$ cat src/rtl/fetch_prefetch_buffer.sv
// Sequential instruction prefetch queue between the datapath fetch port and
// the memory icache port. Streams PC, PC+INC, ... into a small FIFO while the
// pipeline is busy; a non-sequential fetch flushes the queue and restarts the
// stream at the new PC. Both sides use the same request/ready handshake.
module fetch_prefetch_buffer #(
  parameter int unsigned         ADDR_W   = 32,
  parameter int unsigned         DATA_W   = 32,
  parameter int unsigned         DEPTH    = 4,
  parameter int unsigned         INC      = 4,
  parameter logic [ADDR_W-1:0]   RESET_PC = '0
) (
  input  logic                         clock,
  input  logic                         reset,
  input  logic [ADDR_W-1:0]            cpu_PC,
  input  logic                         cpu_instrRequest,
  output logic [DATA_W-1:0]            cpu_instruction,
  output logic                         cpu_instrReady,
  output logic [ADDR_W-1:0]            mem_PC,
  output logic                         mem_instrRequest,
  input  logic [DATA_W-1:0]            mem_instruction,
  input  logic                         mem_instrReady,
  output logic [$clog2(DEPTH+1)-1:0]   pf_count
);

  localparam int unsigned PTR_W = $clog2(DEPTH);
  localparam int unsigned CNT_W = $clog2(DEPTH + 1);

  localparam logic [1:0] ST_IDLE    = 2'd0;
  localparam logic [1:0] ST_FETCH   = 2'd1;
  localparam logic [1:0] ST_DISCARD = 2'd2;

  localparam logic [CNT_W-1:0]  FULL  = CNT_W'(DEPTH);
  localparam logic [ADDR_W-1:0] INC_V = ADDR_W'(INC);

  // Queue storage: each entry remembers the address it was fetched from.
  logic [ADDR_W-1:0] q_addr  [DEPTH];
  logic [DATA_W-1:0] q_instr [DEPTH];

  logic [1:0]        state_q,     state_d;
  logic [ADDR_W-1:0] pf_addr_q,   pf_addr_d;
  logic [ADDR_W-1:0] mem_pc_q,    mem_pc_d;
  logic              mem_req_q,   mem_req_d;
  logic [PTR_W-1:0]  rd_ptr_q,    rd_ptr_d;
  logic [PTR_W-1:0]  wr_ptr_q,    wr_ptr_d;
  logic [CNT_W-1:0]  count_q,     count_d;
  logic              cpu_rdy_q,   cpu_rdy_d;
  logic [DATA_W-1:0] cpu_instr_q, cpu_instr_d;

  logic              cpu_eval;
  logic              hit;
  logic              pending;
  logic              redirect;
  logic              push;
  logic [ADDR_W-1:0] expected_addr;
  logic [ADDR_W-1:0] head_addr;
  logic [DATA_W-1:0] head_instr;

  assign head_addr  = q_addr[rd_ptr_q];
  assign head_instr = q_instr[rd_ptr_q];

  // The address the stream will deliver next: the in-flight one while
  // fetching, otherwise the next prefetch address.
  assign expected_addr = (state_q == ST_FETCH) ? mem_pc_q : pf_addr_q;

  // The pulse cycle is skipped: the datapath is updating its PC on that edge.
  assign cpu_eval = cpu_instrRequest && !cpu_rdy_q;
  assign hit      = cpu_eval && (count_q != '0) && (head_addr == cpu_PC);
  assign pending  = cpu_eval && (count_q == '0) && (cpu_PC == expected_addr);
  assign redirect = cpu_eval && !hit && !pending;

  // Memory-side FSM: one outstanding request at most, never aborted.
  always_comb begin
    // NOTE: every signal assigned here gets a default first, so no path
    // through the case statement can leave a latch behind.
    state_d   = state_q;
    mem_req_d = mem_req_q;
    mem_pc_d  = mem_pc_q;
    push      = 1'b0;
    case (state_q)
      ST_IDLE: begin
        if (redirect || (count_q < FULL)) begin
          mem_req_d = 1'b1;
          mem_pc_d  = redirect ? cpu_PC : pf_addr_q;
          state_d   = ST_FETCH;
        end
      end
      ST_FETCH: begin
        if (mem_instrReady) begin
          mem_req_d = 1'b0;
          push      = !redirect;
          state_d   = ST_IDLE;
        end else if (redirect) begin
          state_d   = ST_DISCARD;
        end
      end
      ST_DISCARD: begin
        if (mem_instrReady) begin
          mem_req_d = 1'b0;
          state_d   = ST_IDLE;
        end
      end
      default: begin
        mem_req_d = 1'b0;
        state_d   = ST_IDLE;
      end
    endcase
  end

  // Queue bookkeeping, prefetch address and the CPU-side response.
  always_comb begin
    rd_ptr_d    = rd_ptr_q;
    wr_ptr_d    = wr_ptr_q;
    count_d     = count_q;
    pf_addr_d   = pf_addr_q;
    cpu_rdy_d   = hit;
    cpu_instr_d = hit ? head_instr : cpu_instr_q;
    if (redirect) begin
      rd_ptr_d  = '0;
      wr_ptr_d  = '0;
      count_d   = '0;
      pf_addr_d = cpu_PC;
    end else begin
      rd_ptr_d  = rd_ptr_q + PTR_W'(hit);
      wr_ptr_d  = wr_ptr_q + PTR_W'(push);
      count_d   = count_q + CNT_W'(push) - CNT_W'(hit);
      if (push) begin
        pf_addr_d = pf_addr_q + INC_V;
      end
    end
  end

  // Control and output registers, cleared asynchronously by reset.
  always_ff @(posedge clock or negedge reset) begin
    // NOTE: non-blocking assignments so every register samples the same
    // pre-edge values regardless of statement order.
    if (!reset) begin
      state_q     <= ST_IDLE;
      pf_addr_q   <= RESET_PC;
      mem_pc_q    <= '0;
      mem_req_q   <= 1'b0;
      rd_ptr_q    <= '0;
      wr_ptr_q    <= '0;
      count_q     <= '0;
      cpu_rdy_q   <= 1'b0;
      cpu_instr_q <= '0;
    end else begin
      state_q     <= state_d;
      pf_addr_q   <= pf_addr_d;
      mem_pc_q    <= mem_pc_d;
      mem_req_q   <= mem_req_d;
      rd_ptr_q    <= rd_ptr_d;
      wr_ptr_q    <= wr_ptr_d;
      count_q     <= count_d;
      cpu_rdy_q   <= cpu_rdy_d;
      cpu_instr_q <= cpu_instr_d;
    end
  end

  // Queue storage write on an accepted memory response.
  always_ff @(posedge clock) begin
    // NOTE: storage is deliberately not reset; an entry is only ever read
    // when count_q says it holds valid data.
    if (push) begin
      q_addr[wr_ptr_q]  <= mem_pc_q;
      q_instr[wr_ptr_q] <= mem_instruction;
    end
  end

  assign cpu_instruction  = cpu_instr_q;
  assign cpu_instrReady   = cpu_rdy_q;
  assign mem_PC           = mem_pc_q;
  assign mem_instrRequest = mem_req_q;
  assign pf_count         = count_q;

  // Issue is gated on count < DEPTH, so a push into a full queue means the
  // flow control is broken.
  a_no_overflow: assert property (@(posedge clock) disable iff (!reset)
    !(push && (count_q == FULL)));

endmodule

$ cat config.mk
export PLATFORM = sky130hd
export DESIGN_NAME = fetch_prefetch_buffer
export DESIGN_NICKNAME = d
export VERILOG_FILES = /design/src/rtl/fetch_prefetch_buffer.sv
export SDC_FILE = /design/constraint.sdc
export NUM_CORES = 1
export LEC_CHECK = 0
export ABC_AREA = 1
export CORE_AREA = 2 2 230 187
export CTS_CLUSTER_SIZE = 40
export DETAILED_ROUTE_END_ITERATION = 10
export DIE_AREA = 0 0 232 189
export PLACE_DENSITY = 0.66
export SYNTH_ARGS = -nofsm -noshare
export SYNTH_HDL_FRONTEND = slang
export SYNTH_SLANG_ARGS = --single-unit
$ cat constraint.sdc
create_clock -name clock -period 13.9 [get_ports clock]
set_input_delay 2.78 -clock clock [delete_from_list [all_inputs] [get_ports clock]]
set_output_delay 2.78 -clock clock [all_outputs]
set_load 0.1 [all_outputs]
# == Word-level counts from Yosys, hierarchy flattened ==
# Memory sizes are Yosys's and may differ from the RTL's. A register that Yosys moved wholly into a read port is not among the register bits.
# Index checks and enable logic that the tools add are counted.
# totals
register_bits,75
ramBits,256
input_bits,68
out_inout_bits,69
elab_cells,64
mem_count,2
# op_classes
add_sub_neg,5
n_lt_le_gt_ge,1
eq_ne,8
muxes,19
n_reduce_logical,21
# mem_list
name,words,word_bits,rd,rd_ports_with_merged_regs,write_ports,line_no,text
q_addr,4,32,1,0,1,36,logic [ADDR_W-1:0] q_addr [DEPTH];
q_instr,4,32,1,1,1,37,logic [DATA_W-1:0] q_instr [DEPTH];
# ops
operator,count
32-bit two-way mux,4
32-bit equality test,2
32-bit by 3-bit adder with 32-bit output (second input constant),1
2-bit two-way mux,6
1-bit logical AND,7
1-bit two-way mux,6
2-bit one-hot mux with 3 select lines,1
1-bit zero test,5
2-bit by 1-bit adder with 2-bit output,2
2-bit inequality test (second input constant),2
2-bit AND reduction,2
3-bit by 1-bit adder with 3-bit output,1
3-bit zero test,1
3-bit < comparator (second input constant),1
3-bit two-way mux,1
3-bit inequality test (second input constant),1
3-bit AND reduction,1
3-bit nonzero test,1
3-bit by 1-bit subtractor with 3-bit output,1
2-bit by 1-bit equality test with 1-bit output (second input constant),1
2-bit equality test (second input constant),1
2-bit zero test,1
2-bit by 1-bit inequality test with 1-bit output (second input constant),1
1-bit one-hot mux with 2 select lines,1
other kinds (3),3

# == Longest topological paths before layout ==
# logic_depth
depth_word,13
mapped_depth,24
ltp_nobuf,22

# == Worst setup path after synthesis ==
# No wires, ideal clock.
# synth_path
kind,input-to-reg
from,input port cpu_PC[28]
to,"memory q_addr[2][0], enable pin"
setup_time_ps,565
arrival_time_ps,8051
required_time_ps,13335
slack_ps,5284
path_stages,12
n_path_buf,1
cell_sequence,inv_1 nand3_1 a21oi_1 nand2_1 nor2_1 nand3_1 nor2_1 nor2_1 nand2_1 buf_6 nand3_4 nor3_1
# synth_via
elab_chain_cells,10
elab_cells_between_ends,13
cone_classes,eq/ne (2); mux (4); reduce/logical (7)
# synth_rtl
item,line_no,text
start: declaration,14,"input logic [ADDR_W-1:0] cpu_PC,"
32-bit equality test,67,assign hit = cpu_eval && (count_q != '0) && (head_addr == cpu_PC);
1-bit logical AND,67,
1-bit zero test,69,assign redirect = cpu_eval && !hit && !pending;
1-bit logical AND,69,
1-bit logical AND *,69,
1-bit zero test *,90,push = !redirect;
1-bit two-way mux *,88,if (mem_instrReady) begin
1-bit two-way mux *,79,case (state_q)
1-bit two-way mux *,163,if (push) begin
1-bit two-way mux (implied by the code) *,164,q_addr[wr_ptr_q] <= mem_pc_q;
end: declaration,36,
# Every way passes the cells marked *; elsewhere a longest branch is shown, timed or not.

# == Worst setup path in the final report ==
# layout_path
from,input port cpu_PC[5]
to,"register mem_pc_q[12], in the netlist mem_PC[12]"
# layout_via
elab_chain_cells,7
elab_cells_between_ends,11
cone_classes,eq/ne (2); mux (1); reduce/logical (8)
# layout_rtl
item,line_no,text
32-bit equality test,67,
1-bit logical AND,67,
1-bit zero test,69,
1-bit logical AND,69,
1-bit logical AND *,69,
1-bit logical OR,81,if (redirect || (count_q < FULL)) begin
2-bit AND reduction (no source line),--,
end signal: assignment,149,mem_pc_q <= mem_pc_d;
end: declaration,41,"logic [ADDR_W-1:0] mem_pc_q, mem_pc_d;"
# Marks and branches as above.
# A chain may end at the register's enable or synchronous reset.

==> results by group <==
Power
  • Pwr Density: around 180 nW/µm²
  • Maximum vdd drop: 0.168 mV
  • Leakage: 7.96 nW

Timing
  • Relative slew slack: between 20% and 30%
  • Minimum clock period: 6120 ps
  • # setup viols final: 0
  • Unrepaired setup endpoints after global routing: false
  • Final WS setup: between 7000 and 8000 ps
  • Max-slew violation count: 0
  • Hold slack: 484 ps
  • Fmax: approximately 0.16 GHz
  • Final Hold Viols: 0
  • Final TNS setup: 0 ps
  • Worst Tran Pin Value: between 1000 and 1500 ps
  • Worst Clk Skew: roughly 17 ps
  • Final period utilization: ~44%

Setup path
  • CP Class: in -> reg
  • Worst Setup Start Kind: primary input
  • Worst EP arrival: between 6000 and 7000 ps
  • CP Max Fanout: 73
  • Critical Path RT: ~14,000 ps
  • Setup crit end kind: register

Routing
  • DRC Markers: 0
  • Vias post-DR: roughly 13k
  • Number of nets with antenna violations after routing: 0
  • Drt total wl: 46,400 µm
  • Drt initial violations: around 1.1k
  • DR vias/cell: between 5 and 6
  • Routed wire length per instance: ~19 µm
  • Drt pass-1 iters: 5

Global routing
  • Antenna violations before repair: 1
  • Number of global-route vias before repair: between 10k and 15k
  • Total gr overflow: 0
  • First-pass GRT wire length: slightly above 70,000 µm
  • Total track usage: 21.4%
  • Pin count of the biggest net entering global routing: slightly below 90

Floorplan
  • Rows: 67
  • Io pins: 137
  • Die area: 43,800 µm²
  • Initial Utilization: about two fifths
  • Die Height: 189 µm
  • Die W: 232 µm
  • Std-Cell Core Area: slightly above 40,000 µm²

Logic synthesis
  • Post-synth top flop: edfxtp_1
  • Synthesized cell area: roughly 16,000 µm²
  • Syn nets: about 1.8k
  • Seq/Total Area, Yosys: between 60 and 70%
  • Synth Instances: approximately 1.7k
  • Post-synth EDFFs: 256
  • Post-synthesis register bit count: 363
  • Netlist cell types: 31
  • Ys async rst share: approximately 30%
  • Syn. warnings: 0
  • Syn Area/Cell: a little under 10 µm²

Finish
  • Leading cell types in the layout, fill and taps excluded: 687 x nand2_1, 256 x edfxtp_1, 135 x clkdlybuf4s50_1
  • Layout cells sized above 1: under 10%
  • Commonest non-fill, non-tap cell in the layout: nand2_1
  • Fill cells: 3,861
  • # diodes: 0
  • Design area: 19,600 µm²
  • Nets: 1,901
  • Layout Area Growth over Synthesis: 19.0%

Clocking
  • H-tree Lvls: 2
  • Clk buf depth: 3
  • CTS Root Buffer Type: clkbuf_16
  • # clock sinks: ~360
  • CTS tree: done
  • Clk Latency, worst-skew pair: between 500 and 600 ps
  • Postcts setup bufs: 0
  • Hold_buf cts: 0
  • Cts repair resizes: 0
  • Clock transition at path regs: 60 ps
  • Number of CTS-inserted buffers: 40

Place
  • DP Worst Slack: slightly above 7000 ps
  • Number of port buffers: roughly 140
  • GP Congestion: roughly 0.94
  • Placed instance area: 18,300 µm²
  • DP Wirelength: roughly 30,000 µm

Run status
  • Status: completed

Min path
  • Hold WC Path Type: reg -> reg

Job
  • Max-cap viol count: 0
## worst paths after layout
kind | startpoint | slack (ps) | cells past startpoint | to
worst min-delay path | cpu_instruction[6] | 480 | 2 | cpu_instruction[6]
worst max-delay path | cpu_PC[5] | 7780 | 17 | mem_PC[12]
worst min register to register | cpu_instruction[6] | 480 | 2 | cpu_instruction[6]
min in group asynchronous | reset | 2290 | 1 | pf_addr_q[12]
worst max register to register | state_q[1] | 8280 | 21 | mem_PC[12]
max in group asynchronous | reset | 10190 | 2 | rd_ptr_q[0]
## worst max-delay path, stage by stage
cell             delay (ps)
clkdlybuf4s50_1         570
inv_1                   120
nand2_1                 120
nand2_1                  60
nor2_1                  230
nand2_1                 130
nor2_1                  110
nand3_1                 140
nor2_1                  200
nor2_1                   70
nand2_2                  90
buf_4                   610
nand2_2                 180
nand2_4                 420
inv_2                   400
nand2_1                 180
nand2_1                  60
## metal layers
metal	global-route usage (%)	wire length, µm	part of all wire, %	vias up
met1	32.7	22500	48	6174
met5	0	13	0.028	-
met3	3.60	3100	6.7	59
li1	-	-	-	5980
met4	4.88	799	1.7	2
met2	31.7	20000	43	412
## synthesized netlist by cell type, types with 2 or more instances
master / number / area (µm²)
buf_4: 5 / 37.5
nand2_1: 688 / 2580
buf_2: 40 / 200
a21oi_1: 38 / 190
o211ai_1: 6 / 45.0
inv_1: 92 / 345
nor3_1: 17 / 85.1
ha_1: 8 / 100
o21ai_0: 102 / 510
clkinv_1: 3 / 11.3
nor4_1: 9 / 56.3
dfrtp_1: 107 / 2680
xnor2_1: 4 / 35.0
nor2_1: 52 / 195
inv_2: 5 / 18.8
nand2_2: 2 / 12.5
clkbuf_1: 26 / 97.6
buf_1: 7 / 26.3
edfxtp_1: 256 / 7690
a32o_1: 32 / 320
nand3_1: 120 / 601
xor2_1: 37 / 324
nand4_1: 12 / 75.1
o21ai_1: 34 / 170
## report_power, final
group | switching (W) | internal, W | leakage, nW | total [W]
clock network | 0.000415 | 0.000636 | 0.628 | 0.00105
registers | 0.000132 | 0.00131 | 3.71 | 0.00145
logic | 0.000738 | 0.000235 | 3.62 | 0.000973
## cell type report
type	instances	area, µm²	area share (%)
clock inverters	12	174	0.886
inverters	100	379	1.93
clock buffers	61	1130	5.76
flip-flops and latches	363	10400	52.8
well taps	552	691	3.52
multi-input cells	1167	5400	27.5
repair buffers	152	1480	7.54
## flip-flops by register name, indices dropped and copies added (netlist names)
name              cells
mem_instrRequest      1
q_addr              128
cpu_instrReady        1
wr_ptr_q              2
pf_count              3
rd_ptr_q              2
mem_PC               32
state_q               2
q_instr             128
pf_addr_q            32
cpu_instruction      32
## cell families (layout without fill, tap and decap cells)
family / Yosys count / in the layout / synth area share [%]
AO/OA/AOI/OAI: 213 / 213 / 7.54
flip-flops: 363 / 363 / 62.9
adder cells (fa/ha/maj): 9 / 9 / 0.729
XOR/XNOR: 41 / 41 / 2.18
buffers and inverters: 179 / 325 / 4.54
AND/OR/NAND/NOR: 904 / 904 / 22.1
## through the flow
| step | util [%] | total power, W | std cells |
|---|---|---|---|
| floorplan | - | 0.00212 | 1709 |
| global placement | 44.1 | 0.00242 | 2334 |
| detailed placement | 44.1 | 0.00243 | 2334 |
| CTS | 47.3 | 0.00349 | 2407 |
| global route | 47.3 | 0.00363 | 2407 |
| finish | 47.3 | 0.00347 | 2407 |
Note: power is estimated with default switching activity, not from simulation.
